## config.mk

```make
export PLATFORM = sky130hd
export DESIGN_NAME = dco_code_encoder_flat
export DESIGN_NICKNAME = d
export VERILOG_FILES = /design/src/rtl/dco_pkg.sv /design/src/rtl/dco_code_encoder_if.sv /design/src/rtl/dco_therm_encoder.sv /design/src/rtl/dco_code_encoder.sv /design/src/flat_wrapper.sv
export SDC_FILE = /design/constraint.sdc
export NUM_CORES = 1
export LEC_CHECK = 0
export BUFFER_PORTS_ARGS = -buffer_cell sky130_fd_sc_hd__buf_2
export CORE_ASPECT_RATIO = 2
export CORE_UTILIZATION = 60
export CTS_CLUSTER_DIAMETER = 60
export DETAILED_ROUTE_END_ITERATION = 16
export GPL_TIMING_DRIVEN = 0
export HOLD_SLACK_MARGIN = 0.02
export PLACE_DENSITY_LB_ADDON = 0.2
export SETUP_SLACK_MARGIN = 0.05
export SLEW_MARGIN = 25
export SYNTH_ARGS = -nofsm -noshare
export SYNTH_HDL_FRONTEND = slang
export SYNTH_SLANG_ARGS = --single-unit
export TNS_END_PERCENT = 1
```

## constraint.sdc

```tcl
create_clock -name clock -period 10.9 [get_ports clock]
set_clock_uncertainty 0.05 [all_clocks]
set_input_delay 2.18 -clock clock [delete_from_list [all_inputs] [get_ports clock]]
set_output_delay 2.18 -clock clock [all_outputs]
set_load 0.01 [all_outputs]
```

## src/rtl/dco_pkg.sv

```systemverilog
`default_nettype none
// ============================================================================
// Module   : dco_pkg
// Purpose  : Shared state encoding, matrix defaults and code-range helper for
//            the DCO code encoder and the DCO-side model.
// Revision : 1.0
// ============================================================================
package dco_pkg;

    localparam int DCO_ROWS_DEFAULT       = 17;
    localparam int DCO_COLUMNS_DEFAULT    = 15;
    localparam int DCO_CODE_WIDTH_DEFAULT = 8;
    localparam int DCO_FRAC_BITS_DEFAULT  = 4;
    localparam int DCO_MAX_STEP_DEFAULT   = 4;

    typedef enum logic [1:0] {
        OFF  = 2'd0,
        IDLE = 2'd1,
        SLEW = 2'd2
    } dco_state_e;

    // Highest code the matrix can represent: every cell but one switched on.
    function automatic int code_max(input int rows, input int cols);
        return rows * cols - 1;
    endfunction

endpackage
`default_nettype wire

```

## src/rtl/dco_code_encoder_if.sv

```systemverilog
`default_nettype none
// ============================================================================
// Module   : dco_code_encoder_if
// Purpose  : Valid/ready code bus from the loop filter into the DCO encoder.
// Revision : 1.0
// ============================================================================
interface dco_code_encoder_if #(
    parameter int CODE_WIDTH = 8,
    parameter int FRAC_BITS  = 4
);
    logic [CODE_WIDTH+FRAC_BITS-1:0] code_in;
    logic                            code_valid;
    logic                            code_ready;

    modport master (
        output code_in,
        output code_valid,
        input  code_ready
    );

    modport slave (
        input  code_in,
        input  code_valid,
        output code_ready
    );
endinterface
`default_nettype wire

```

## src/rtl/dco_therm_encoder.sv

```systemverilog
`default_nettype none
// ============================================================================
// Module   : dco_therm_encoder
// Purpose  : Combinational code -> active-low row/column thermometer selects.
// Revision : 1.0
// ============================================================================
module dco_therm_encoder
    import dco_pkg::*;
#(
    parameter int NUM_DCO_MATRIX_ROWS    = DCO_ROWS_DEFAULT,
    parameter int NUM_DCO_MATRIX_COLUMNS = DCO_COLUMNS_DEFAULT,
    parameter int CODE_WIDTH             = DCO_CODE_WIDTH_DEFAULT
) (
    input  logic [CODE_WIDTH-1:0]             code,
    output logic [NUM_DCO_MATRIX_ROWS-2:0]    row_sel_b,
    output logic [NUM_DCO_MATRIX_COLUMNS-2:0] col_sel_b
);

    localparam logic [CODE_WIDTH-1:0] COLS_W = CODE_WIDTH'(NUM_DCO_MATRIX_COLUMNS);

    logic [CODE_WIDTH-1:0] row_idx;
    logic [CODE_WIDTH-1:0] col_idx;

    assign row_idx = code / COLS_W;
    assign col_idx = code % COLS_W;

    // A select line is released (high) once its index reaches the fill level.
    for (genvar i = 0; i < NUM_DCO_MATRIX_ROWS - 1; i++) begin : g_row
        assign row_sel_b[i] = (row_idx <= CODE_WIDTH'(i));
    end

    for (genvar j = 0; j < NUM_DCO_MATRIX_COLUMNS - 1; j++) begin : g_col
        assign col_sel_b[j] = (col_idx <= CODE_WIDTH'(j));
    end

endmodule
`default_nettype wire

```

## src/rtl/dco_code_encoder.sv

```systemverilog
`default_nettype none
// ============================================================================
// Module   : dco_code_encoder
// Purpose  : Slew-limited code to row/column thermometer drive, sleep sequencing
//            and optional sigma-delta dither (enabled by macro DCO_DITHER_EN).
// Revision : 1.0
// ============================================================================
module dco_code_encoder
    import dco_pkg::*;
#(
    parameter int NUM_DCO_MATRIX_ROWS    = DCO_ROWS_DEFAULT,
    parameter int NUM_DCO_MATRIX_COLUMNS = DCO_COLUMNS_DEFAULT,
    parameter int CODE_WIDTH             = DCO_CODE_WIDTH_DEFAULT,
    parameter int FRAC_BITS              = DCO_FRAC_BITS_DEFAULT,
    parameter int MAX_STEP               = DCO_MAX_STEP_DEFAULT
) (
    input  logic                              clock,
    input  logic                              reset_b,
    input  logic                              enable,
    dco_code_encoder_if.slave                 code_bus,
    output logic [NUM_DCO_MATRIX_ROWS-2:0]    row_sel_b,
    output logic [NUM_DCO_MATRIX_COLUMNS-2:0] col_sel_b,
    output logic                              sleep_b,
    output logic                              dither,
    output logic [CODE_WIDTH-1:0]             current_code,
    output logic                              settled
);

    localparam int CODE_MAX_INT   = code_max(NUM_DCO_MATRIX_ROWS, NUM_DCO_MATRIX_COLUMNS);
    localparam int CODE_LIMIT_INT = (CODE_MAX_INT > (2**CODE_WIDTH) - 1) ? (2**CODE_WIDTH) - 1
                                                                           : CODE_MAX_INT;
    localparam logic [CODE_WIDTH-1:0] CODE_LIMIT = CODE_WIDTH'(CODE_LIMIT_INT);
    localparam logic [CODE_WIDTH-1:0] STEP_LIMIT = CODE_WIDTH'(MAX_STEP);

    dco_state_e                        state_q, state_d;
    logic [CODE_WIDTH-1:0]             target_q, target_d;
    logic [CODE_WIDTH-1:0]             current_code_q, current_code_d;
    logic [NUM_DCO_MATRIX_ROWS-2:0]    row_sel_b_q, row_sel_b_d;
    logic [NUM_DCO_MATRIX_COLUMNS-2:0] col_sel_b_q, col_sel_b_d;
    logic                              sleep_b_q, sleep_b_d;

    logic [CODE_WIDTH-1:0] code_int;
    logic [CODE_WIDTH-1:0] code_sat;
    logic                  slew_up;
    logic [CODE_WIDTH-1:0] slew_gap;
    logic [CODE_WIDTH-1:0] slew_step;
    logic [CODE_WIDTH-1:0] slew_next;
    logic                  accept;

    assign code_int = code_bus.code_in[CODE_WIDTH+FRAC_BITS-1:FRAC_BITS];
    assign code_sat = (code_int > CODE_LIMIT) ? CODE_LIMIT : code_int;

    assign slew_up   = (target_q >= current_code_q);
    assign slew_gap  = slew_up ? (target_q - current_code_q) : (current_code_q - target_q);
    assign slew_step = (slew_gap > STEP_LIMIT) ? STEP_LIMIT : slew_gap;
    assign slew_next = slew_up ? (current_code_q + slew_step) : (current_code_q - slew_step);

    // A code offered in the same cycle that enable drops is never taken.
    assign accept = (state_q == IDLE) && code_bus.code_valid && enable;

    always_comb begin
        state_d        = state_q;
        target_d       = target_q;
        current_code_d = current_code_q;
        case (state_q)
            OFF: begin
                if (enable) begin
                    state_d = IDLE;
                end
            end
            IDLE: begin
                if (accept) begin
                    target_d = code_sat;
                    if (code_sat != current_code_q) begin
                        state_d = SLEW;
                    end
                end
            end
            SLEW: begin
                current_code_d = slew_next;
                if (slew_next == target_q) begin
                    state_d = IDLE;
                end
            end
            default: begin
                state_d = OFF;
            end
        endcase
        if (!enable) begin
            state_d        = OFF;
            target_d       = '0;
            current_code_d = '0;
        end
    end

    assign sleep_b_d = (state_d != OFF);

    dco_therm_encoder #(
        .NUM_DCO_MATRIX_ROWS    (NUM_DCO_MATRIX_ROWS),
        .NUM_DCO_MATRIX_COLUMNS (NUM_DCO_MATRIX_COLUMNS),
        .CODE_WIDTH             (CODE_WIDTH)
    ) u_therm (
        .code      (current_code_d),
        .row_sel_b (row_sel_b_d),
        .col_sel_b (col_sel_b_d)
    );

    always_ff @(posedge clock or negedge reset_b) begin
        if (!reset_b) begin
            state_q        <= OFF;
            target_q       <= '0;
            current_code_q <= '0;
            row_sel_b_q    <= '1;
            col_sel_b_q    <= '1;
            sleep_b_q      <= 1'b0;
        end else begin
            state_q        <= state_d;
            target_q       <= target_d;
            current_code_q <= current_code_d;
            row_sel_b_q    <= row_sel_b_d;
            col_sel_b_q    <= col_sel_b_d;
            sleep_b_q      <= sleep_b_d;
        end
    end

`ifdef DCO_DITHER_EN
    logic [FRAC_BITS-1:0] frac_q, frac_d;
    logic [FRAC_BITS-1:0] acc_q, acc_d;
    logic [FRAC_BITS:0]   acc_sum;
    logic                 dither_q, dither_d;

    assign acc_sum = {1'b0, acc_q} + {1'b0, frac_q};

    // Accumulate only while parked in IDLE so dither stays quiet on any cycle
    // that is slewing or entering/leaving sleep.
    always_comb begin
        frac_d   = frac_q;
        acc_d    = acc_q;
        dither_d = 1'b0;
        if (state_d == OFF) begin
            frac_d = '0;
            acc_d  = '0;
        end else begin
            if (accept) begin
                frac_d = code_bus.code_in[FRAC_BITS-1:0];
            end
            if ((state_q == IDLE) && (state_d == IDLE)) begin
                acc_d    = acc_sum[FRAC_BITS-1:0];
                dither_d = acc_sum[FRAC_BITS];
            end
        end
    end

    always_ff @(posedge clock or negedge reset_b) begin
        if (!reset_b) begin
            frac_q   <= '0;
            acc_q    <= '0;
            dither_q <= 1'b0;
        end else begin
            frac_q   <= frac_d;
            acc_q    <= acc_d;
            dither_q <= dither_d;
        end
    end

    assign dither = dither_q;
`else
    logic unused_frac;
    assign unused_frac = ^code_bus.code_in[FRAC_BITS-1:0];
    assign dither      = 1'b0;
`endif

    assign code_bus.code_ready = (state_q == IDLE);
    assign settled             = (state_q == IDLE);
    assign sleep_b             = sleep_b_q;
    assign current_code        = current_code_q;
    assign row_sel_b           = row_sel_b_q;
    assign col_sel_b           = col_sel_b_q;

endmodule
`default_nettype wire

```

## src/flat_wrapper.sv

```systemverilog
// flat-port wrapper written by rule: the top's interface ports become plain ports
module dco_code_encoder_flat import dco_pkg::*;
#(
    parameter int NUM_DCO_MATRIX_ROWS    = DCO_ROWS_DEFAULT,
    parameter int NUM_DCO_MATRIX_COLUMNS = DCO_COLUMNS_DEFAULT,
    parameter int CODE_WIDTH             = DCO_CODE_WIDTH_DEFAULT,
    parameter int FRAC_BITS              = DCO_FRAC_BITS_DEFAULT,
    parameter int MAX_STEP               = DCO_MAX_STEP_DEFAULT
)
  (clock, reset_b, enable, row_sel_b, col_sel_b, sleep_b, dither, current_code, settled, code_bus_code_in, code_bus_code_valid, code_bus_code_ready);
  dco_code_encoder_if #(.CODE_WIDTH(CODE_WIDTH), .FRAC_BITS(FRAC_BITS)) code_bus_i ();
  input  logic clock;
  input  logic reset_b;
  input  logic enable;
  output logic [NUM_DCO_MATRIX_ROWS-2:0] row_sel_b;
  output logic [NUM_DCO_MATRIX_COLUMNS-2:0] col_sel_b;
  output logic sleep_b;
  output logic dither;
  output logic [CODE_WIDTH-1:0] current_code;
  output logic settled;
  input wire logic [$bits(code_bus_i.code_in)-1:0] code_bus_code_in;
  input wire logic [$bits(code_bus_i.code_valid)-1:0] code_bus_code_valid;
  output wire logic [$bits(code_bus_i.code_ready)-1:0] code_bus_code_ready;
  assign code_bus_i.code_in = code_bus_code_in;
  assign code_bus_i.code_valid = code_bus_code_valid;
  assign code_bus_code_ready = code_bus_i.code_ready;
  dco_code_encoder #(.NUM_DCO_MATRIX_ROWS(NUM_DCO_MATRIX_ROWS), .NUM_DCO_MATRIX_COLUMNS(NUM_DCO_MATRIX_COLUMNS), .CODE_WIDTH(CODE_WIDTH), .FRAC_BITS(FRAC_BITS), .MAX_STEP(MAX_STEP)) u_core (.clock(clock), .reset_b(reset_b), .enable(enable), .code_bus(code_bus_i), .row_sel_b(row_sel_b), .col_sel_b(col_sel_b), .sleep_b(sleep_b), .dither(dither), .current_code(current_code), .settled(settled));
endmodule
```

Word-level counts from Yosys, hierarchy flattened. Index checks and enable logic that the tools add are counted.

Register bits after elaboration: 49. Bits of input ports: 16. Word-level logic and storage cells: 70.

$add $sub $neg: 4. Divide/modulo/power cells: 2. Magnitude comparators: 33. Eq/ne operators: 6. Mux-type cells: 14. Reduce and logical (&&, ||, !) cells: 5.

Operators by type and width (number): $le 8x4->1 const B (14); $mux 8 (9); $le 8x3->1 const B (8); $le 8x1->1 const B (4); $le 8x2->1 const B (4); $sub 8x8->8 (3); $add 8x8->8 (1); $div 8x4->8 const B (1); $eq 8x8->1 (1); $ge 8x8->1 (1); $gt 8x3->1 const B (1); $gt 8x8->1 const B (1); $mod 8x4->8 const B (1); $mux 2 (4); $ne 8x8->1 (1); $pmux 2 s3 (1); $ne 2x1->1 const B (2); $eq 2x1->1 const B (1); $eq 2x2->1 const B (1); $logic_and 1x1->1 (2); $logic_not 2->1 (1); $reduce_and 2->1 (1); $reduce_bool 2->1 (1).

Depth between registers and ports, before layout. Gate-level depths: netlist (run 1).

Depth after elaboration: 11. Depth in mapped cells: 54. Depth with buffers taken out: 52.

Hierarchy. From an unflattened synthesis (run 1), not the netlist that was laid out.

Cells, all modules: 466. Area, all modules: 4130.2 µm².

Modules (own cells, without submodules): dco_code_encoder (times used 1, cells an instance 315, area an instance 3129.3 µm², seq. area each 1263.7 µm²); dco_therm_encoder (times used 1, cells an instance 151, area an instance 1001.0 µm², seq. area each 0.0 µm²).

Worst setup path after synthesis (run 1). Ideal clock, no wire load.

Path kind: register to register. Start point: register u_core.current_code_q[7], in the netlist u_core.current_code[7]. End point: register u_core.col_sel_b_q[1], in the netlist u_core.col_sel_b[1]. Setup time: 75 ps. Arrival: 10014 ps. Data required time: 10775 ps. Path slack: 761 ps. Cell stages (with the launch flop): 53. Buffers on the path: 3. Cells stage by stage: dfrtp_1 clkbuf_1 inv_1 ha_1 a21oi_1 o21a_2 a21oi_1 or3b_4 a21o_1 nand4b_1 a21o_1 ha_1 a21oi_1 ha_1 a21oi_1 nand2_1 and3_1 a221oi_1 [17 not listed] o21ai_2 mux2_4 inv_4 ha_1 inv_1 a211oi_2 or2_1 o21ai_0 xnor2_1 ha_1 and3_1 and3_1 a311oi_2 a311oi_1 xnor2_1 or2_1 buf_4 nor3_2.

Cells in the longest elaborated chain, start to end: 10. Elaborated cells on any way between the ends: 13. Those cells by class: add/sub (4); div (1); order compare (3); mux (5).

RTL lines: from (decl) (RTL line dco_code_encoder.sv:37) `logic [CODE_WIDTH-1:0] current_code_q, current_code_d;`; from (signal assigned) (RTL line dco_code_encoder.sv:119) `current_code_q <= current_code_d;`; $sub 8x8->8 / $ge 8x8->1 (equally long branches) (RTL line dco_code_encoder.sv:54, dco_code_encoder.sv:53); $mux 8 (RTL line dco_code_encoder.sv:54) `assign slew_gap = slew_up ? (target_q - current_code_q) : (current_code_q - target_q);`; $gt 8x3->1 (RTL line dco_code_encoder.sv:55) `assign slew_step = (slew_gap > STEP_LIMIT) ? STEP_LIMIT : slew_gap;`; $mux 8 (RTL line dco_code_encoder.sv:55); $sub 8x8->8 / $add 8x8->8 (equally long branches) (RTL line dco_code_encoder.sv:56) `assign slew_next = slew_up ? (current_code_q + slew_step) : (current_code_q - slew_step);`; $mux 8 (RTL line dco_code_encoder.sv:56); $mux 8 (*) (RTL line dco_code_encoder.sv:65) `case (state_q)`; $mux 8 (*) (RTL line dco_code_encoder.sv:89) `if (!enable) begin`; $mod 8x4->8 (*) (RTL line dco_therm_encoder.sv:25) `assign col_idx = code % COLS_W;`; $le 8x1->1 (*) (RTL line dco_therm_encoder.sv:33) `assign col_sel_b[j] = (col_idx <= CODE_WIDTH'(j));`; named net u_core.col_sel_b_d[1] (RTL line dco_code_encoder.sv:39) `logic [NUM_DCO_MATRIX_COLUMNS-2:0] col_sel_b_q, col_sel_b_d;`; to (signal assigned) (RTL line dco_code_encoder.sv:121) `col_sel_b_q <= col_sel_b_d;`; to (decl) (RTL line dco_code_encoder.sv:39).

Mark *: on every way through the listed nets, which the timed path passes. The rest lies on a longest branch. A chain may end at the register's enable or synchronous reset.

Worst setup path after layout (run 1).
Start point: register u_core.current_code_q[3], in the netlist u_core.current_code[3]. End point: register u_core.col_sel_b_q[1], in the netlist u_core.col_sel_b[1].

The elaborated chain is that of the path after synthesis.

==> flow_summary_export.csv, run 1 <==
group,metric,value,unit
yosys,synth_compound_area_frac,0.243,
sta,min_period,10.54,ns
die,dieWidth,63.8,um
global_routing,grt_overflow,0,
power,p_per_area,194,mW/mm^2
final_layout,antenna_cells,0,
power,leakage,2.41,nW
die,die_area,0.00800,mm^2
sta,timing.fmax,94.9,MHz
power,ir_worst_vdd,0.180,mV
critical_path,r2r_start,"u_core.current_code[3]",
die,row_count,44,
clock_network,clock_latency,0.29,ns
detailed_routing,drtIter0Drc,259,
yosys,ys_seq_area_frac,0.276,
hold_path,hold_class,"flip-flop to flip-flop",
critical_path,crit_path_end_kind,"flip-flop",
sta,hold_viol_final,0,
global_routing,grt_pass1_vias,4553,
final_layout,area_growth,24.4,%
yosys,syn-num-nets,585,
sta,whs,0.514,ns
yosys,postSynthCellCount,541,
yosys,yosysWarnings,0,
yosys,async_reset_ff_frac,1.00,
clock_network,clockBufferDepth,2,
critical_path,path_class,"flip-flop to flip-flop",
detailed_routing,vias,4620,
sta,setup_violations,0,
sta,slew-limit-headroom,0.447,
die,dieHeight,126,um
critical_path,critPathMaxFanout,10,
yosys,synth.avg_cell_area,8.46,um^2
yosys,synth-main-ff-cell,"dfstp_2",
yosys,synth-seq-cells,49,
detailed_routing,wl_per_cell,20.9,um
clock_network,cts.sinks,49,
detailed_routing,antenna_left,0,
critical_path,arrival,10.70,ns
global_routing,grt_util_all_layers,0.361,
place,io_buffer_count,51,
hold_path,min_from,"u_core.target_q[6]",
place,dp_hpwl,10700,um
sta,slew_violations,0,
sta,tns,0,ns
flow_run,drv_cap,0,
critical_path,start_kind,"flip-flop",
critical_path,cpPeakStageDelay,0.48,ns
yosys,synth_xor_area_frac,0.0689,
die,core,0.00732,mm^2
final_layout,utilization,0.778,
place,dp_cells,684,
yosys,synth_top_family_by_area,"compound AO/OA/AOI/OAI gates",
die,io_pins,58,
detailed_routing,via_per_inst,6.45,
clock_network,cts_tree,"done",
detailed_routing,routed_wl,15000,um
clock_network,clk_pin_slew,0.07,ns
clock_network,cts-root-buf,"clkbuf_16",
place,gp_congestion,1.00,
final_layout,nets,667,
global_routing,grt_antenna_before_repair,0,
place,dp_slack,-2.03,ns
yosys,syn_area,0.00458,mm^2
critical_path,required,11.06,ns
clock_network,htreeDepth,2,
yosys,synth_top_area_frac,0.172,
yosys,synth_simple_gate_area_frac,0.234,
yosys,synth_area_leaders,"dfstp_2 (17%), dfrtp_1 (10%), ha_1 (6.8%)",
yosys,synthMuxAreaShare,0.0295,
sta,period_share,0.967,
sta,tightest_slew,0.829,ns
global_routing,grt_pass1_wl,22200,um
yosys,synth-adder-area-share,0.0814,
critical_path,cp-startpoint,"u_core.current_code[3]",
global_routing,grt_max_degree,50,
run_status,outcome,"completed",
yosys,synth_cell_types,94,
final_layout,fill_cells,519,
place,dpl_cell_area,0.00495,mm^2
sta,worst_slack,0.363,ns
power,p_total,1.10,mW
clock_network,cts_buffers,5,
detailed_routing,route.detailed.drc,0,
final_layout,drive_gt1_frac,0.365,
critical_path,slowest_stage,"a311oi_4",
die,start_util,0.625,
critical_path,cp_common_cell,"buf_4",
detailed_routing,firstDrtPassIters,4,
final_layout,fin_area,0.00569,mm^2
yosys,synth-edff-count,0,
final_layout,stdcell_count,716,
yosys,synth_top_area_cell,"dfstp_2",
==> flip-flops by register name, indices dropped and copies added, names as in the netlist <==
signal and cells:
u_core.col_sel_b 14, u_core.current_code 8, u_core.state_q 2, u_core.row_sel_b 16, u_core.sleep_b 1, u_core.target_q 8
==> cell families after synthesis <==
group,Yosys count
flops,49
mux,12
fa+ha+maj,28
simple gates,205
xor+xnor,33
buf+inv,62
compound gates,151
other cells,1
==> placed cells by master, fill, tap and decap left out, drive strengths merged, types with 13 or more instances in the layout <==
cell,n
o21ai,21
xnor2,18
nand2,51
nand3,19
clkbuf,13
xor2,15
buf,89
ha,25
nor3,21
dfstp,30
a21oi,47
inv,39
dfrtp,19
nor2,48
==> worst paths after layout <==
kind,to,depth (start not counted),slack [ns]
worst max register to register,u_core.col_sel_b[1],50,0.36
max in group asynchronous,u_core.current_code[3],1,8.51
worst min-delay path,u_core.target_q[6],2,0.51
min in group asynchronous,u_core.target_q[7],1,1.84
worst max-delay path,u_core.col_sel_b[1],50,0.36
worst min register to register,u_core.target_q[6],2,0.51
==> critical path: cells and delay by family, from the launching register on <==
kind | cells | cell delay [ns]
AOI/OAI and AO/OA | 11 | 2.42
xor gates and xnor gates | 4 | 0.67
adders and majority gates | 6 | 1.63
buffers and inverters | 10 | 1.50
DFF | 1 | 0.44
muxes | 3 | 0.69
and+or+nand+nor | 16 | 3.03
==> cells in the mapped netlist (6+ instances only) <==
cell type  count
nand2_1       48
nor2_1        46
a21oi_1       39
inv_1         33
dfstp_2       30
ha_1          25
dfrtp_1       19
nand3_1       18
nor3_1        18
o21ai_0       18
xnor2_1       17
xor2_1        14
and3_1        10
a211oi_1       9
nand4_1        9
a21o_1         8
nor2b_1        8
buf_4          7
clkbuf_1       7
o211ai_1       7
a21oi_2        6
a31o_2         6
a31oi_1        6
mux2i_1        6
==> metal layers <==
metal	vias up	GRT usage	share of wire
met5	-	0	0
met4	0	0.295	0.076
met3	67	0.0319	0.037
met2	176	0.699	0.56
met1	2250	0.318	0.33
li1	2127	-	-
==> report_power, final <==
part / leakage [nW] / internal (mW) / total [mW] / switching (mW)
sequential: 0.563 / 0.235 / 0.252 / 0.0174
combinational: 1.76 / 0.259 / 0.671 / 0.411
clock: 0.0842 / 0.109 / 0.180 / 0.0711
total: 2.41 / 0.603 / 1.10 / 0.500
==> layout make-up <==
type	instances	area, um^2	area share
Buffer	22	151	0.0266
Clock buffer	5	125	0.0220
Clock inverter	3	43.8	0.00769
Inverter	40	158	0.0277
Multi-Input combinational cell	430	3380	0.593
Sequential cell	49	1270	0.223
Tap cell	92	115	0.0202
Timing Repair Buffer	75	450	0.0791
==> timing repair <==
| item | in CTS | in global routing |
|---|---|---|
| hold buffers | 0 | 0 |
| buffers inserted | 6 | 18 |
| setup endpoints to repair | 23 | 22 |
| pin swaps | 5 | 16 |
| resized for setup | 38 | 37 |
Power figures use the tool's default switching activity.
==> run 2, diff against run 1 <==
CORE_UTILIZATION = 50   (was 60)
==> flow_summary_export.csv, run 2 (synthesis gave the netlist of run 1 again) <==
group,metric,value,unit
sta,tightest_slew,0.822,ns
clock_network,htreeDepth,2,
detailed_routing,route.detailed.drc,0,
global_routing,grt_pass1_wl,22700,um
final_layout,area_growth,25.1,%
sta,period_share,0.963,
detailed_routing,wl_per_cell,20.2,um
place,gp_congestion,1.04,
detailed_routing,antenna_left,0,
clock_network,cts-root-buf,"clkbuf_16",
clock_network,clk_pin_slew,0.07,ns
final_layout,nets,675,
hold_path,min_to,"u_core.target_q[6]",
clock_network,clockBufferDepth,2,
critical_path,reg2regPathDepth,50,
final_layout,final_common_cell,"buf_2",
critical_path,slowest_stage,"dfrtp_2",
clock_network,cts_buffers,5,
critical_path,cp_top_family,"simple AND/OR/NAND/NOR gates",
detailed_routing,dr_wl_met2,8410,um
critical_path,r2r-end,"u_core.col_sel_b[1]",
die,io_pins,58,
sta,setup_violations,0,
critical_path,reg2reg_slack,0.41,ns
hold_path,min_from,"u_core.target_q[6]",
critical_path,crit_buf_inv,8,
detailed_routing,routed_wl,14900,um
sta,min_period,10.49,ns
global_routing,grt_util_all_layers,0.306,
critical_path,required,11.07,ns
detailed_routing,via_per_inst,6.28,
sta,hold_viol_final,0,
critical_path,arrival,10.66,ns
critical_path,path_class,"flip-flop to flip-flop",
detailed_routing,wl_met3,491,um
place,dp_cells,694,
detailed_routing,firstDrtPassIters,6,
die,die_area,0.00957,mm^2
global_routing,grt_overflow,0,
final_layout,layout_common_cells,"buf_2 (51), nand2_1 (45), nor2_1 (44), buf_4 (40), a21oi_1 (36)",
die,dieWidth,69.7,um
sta,slew_violations,0,
critical_path,cpPeakStageDelay,0.47,ns
critical_path,crit_path_end_kind,"flip-flop",
power,ir_worst_vdd,0.188,mV
final_layout,stdcell_count,734,
die,row_count,49,
critical_path,r2r_start,"u_core.current_code[5]",
final_layout,antenna_cells,0,
sta,grt_setup_unrepaired,"false",
power,p_per_area,184,mW/mm^2
die,start_util,0.511,
global_routing,grt_pass1_vias,4540,
hold_path,hold_class,"flip-flop to flip-flop",
place,dp_hpwl,11100,um
final_layout,drive_gt1_frac,0.386,
detailed_routing,vias,4612,
clock_network,clock_latency,0.29,ns
detailed_routing,wl_met1,4880,um
global_routing,grt_max_degree,50,
final_layout,largest_reg_flops,16,
flow_run,drv_cap,0,
critical_path,critPathMaxFanout,10,
run_status,outcome,"completed",
sta,whs,0.525,ns
clock_network,cts.sinks,49,
global_routing,grt_antenna_before_repair,0,
clock_network,cts_tree,"done",
place,io_buffer_count,51,
die,dieHeight,137,um
sta,slew-limit-headroom,0.452,
hold_path,worstHoldPathCells,2,
die,core,0.00895,mm^2
sta,timing.fmax,95.3,MHz
power,leakage,2.43,nW
detailed_routing,highest_layer,"met4",
detailed_routing,drtIter0Drc,250,
critical_path,start_kind,"flip-flop",
==> run 2: how the worst max path moves through the flow <==
stage                           startpoint                   to  slack, ns  cells past startpoint
floorplan           u_core.current_code[7]  u_core.col_sel_b[1]       0.76                     52
global placement    u_core.current_code[7]  u_core.col_sel_b[9]      -1.96                     51
detailed placement  u_core.current_code[7]  u_core.col_sel_b[9]      -2.00                     51
CTS                     u_core.target_q[0]  u_core.col_sel_b[1]       0.07                     51
global route        u_core.current_code[3]  u_core.col_sel_b[1]      0.008                     53
finish              u_core.current_code[5]  u_core.col_sel_b[1]       0.41                     50
==> run 2: repair_timing <==
item / 4_1_cts / 5_1_grt
setup buffers: 7 / 25
hold buffers: 0 / 0
pin swaps: 5 / 14
resized for setup: 41 / 40
endpoints found under the hold margin: 0 / 0
endpoints found under the setup margin: 23 / 22
==> run 2: cell type report <==
type                            count  area [um^2]
Buffer                             22          155
Tap cell                          102          128
Clock buffer                        6          129
Multi-Input combinational cell    430         3360
Fill cell                         749         3220
Sequential cell                    49         1270
Timing Repair Buffer               83          498
Clock inverter                      2         13.8
Inverter                           40          165
==> run 2: metal layers <==
metal | vias up | GRT usage
met3 | 54 | 0.0271
met5 | - | 0
li1 | 2130 | -
met1 | 2262 | 0.280
met2 | 166 | 0.603
met4 | 0 | 0.239
==> run 2: power breakdown <==
| group | total [mW] | leakage (nW) | internal (mW) | switching, mW |
|---|---|---|---|---|
| clock | 0.154 | 0.0712 | 0.0857 | 0.0679 |
| sequential | 0.251 | 0.560 | 0.235 | 0.0165 |
| combinational | 0.646 | 1.80 | 0.246 | 0.400 |
| total | 1.05 | 2.43 | 0.567 | 0.484 |
==> run 2: per-stage QoR <==
| step | util | cell area [um^2] | TNS, ns | worst slack [ns] | total power [mW] |
|---|---|---|---|---|---|
| 6_report | 0.640 | 5730 | 0 | 0.408 | 1.05 |
| 5_1_grt | 0.640 | 5730 | 0 | 0.00779 | 1.11 |
| 4_1_cts | 0.599 | 5360 | 0 | 0.0707 | 1.00 |
| 3_5_place_dp | 0.554 | 4960 | -37.55 | -2.00 | 0.798 |
| 3_3_place_gp | 0.554 | 4960 | -36.55 | -1.96 | 0.788 |
| 2_1_floorplan | - | 4580 | 0 | 0.761 | 0.647 |
==> run 2: tightest hold or removal path: cells and delay by family (launching register included) <==
kind            cells  cell delay (ns)
compound gates      1             0.06
flops               1             0.40
simple gates        1             0.07
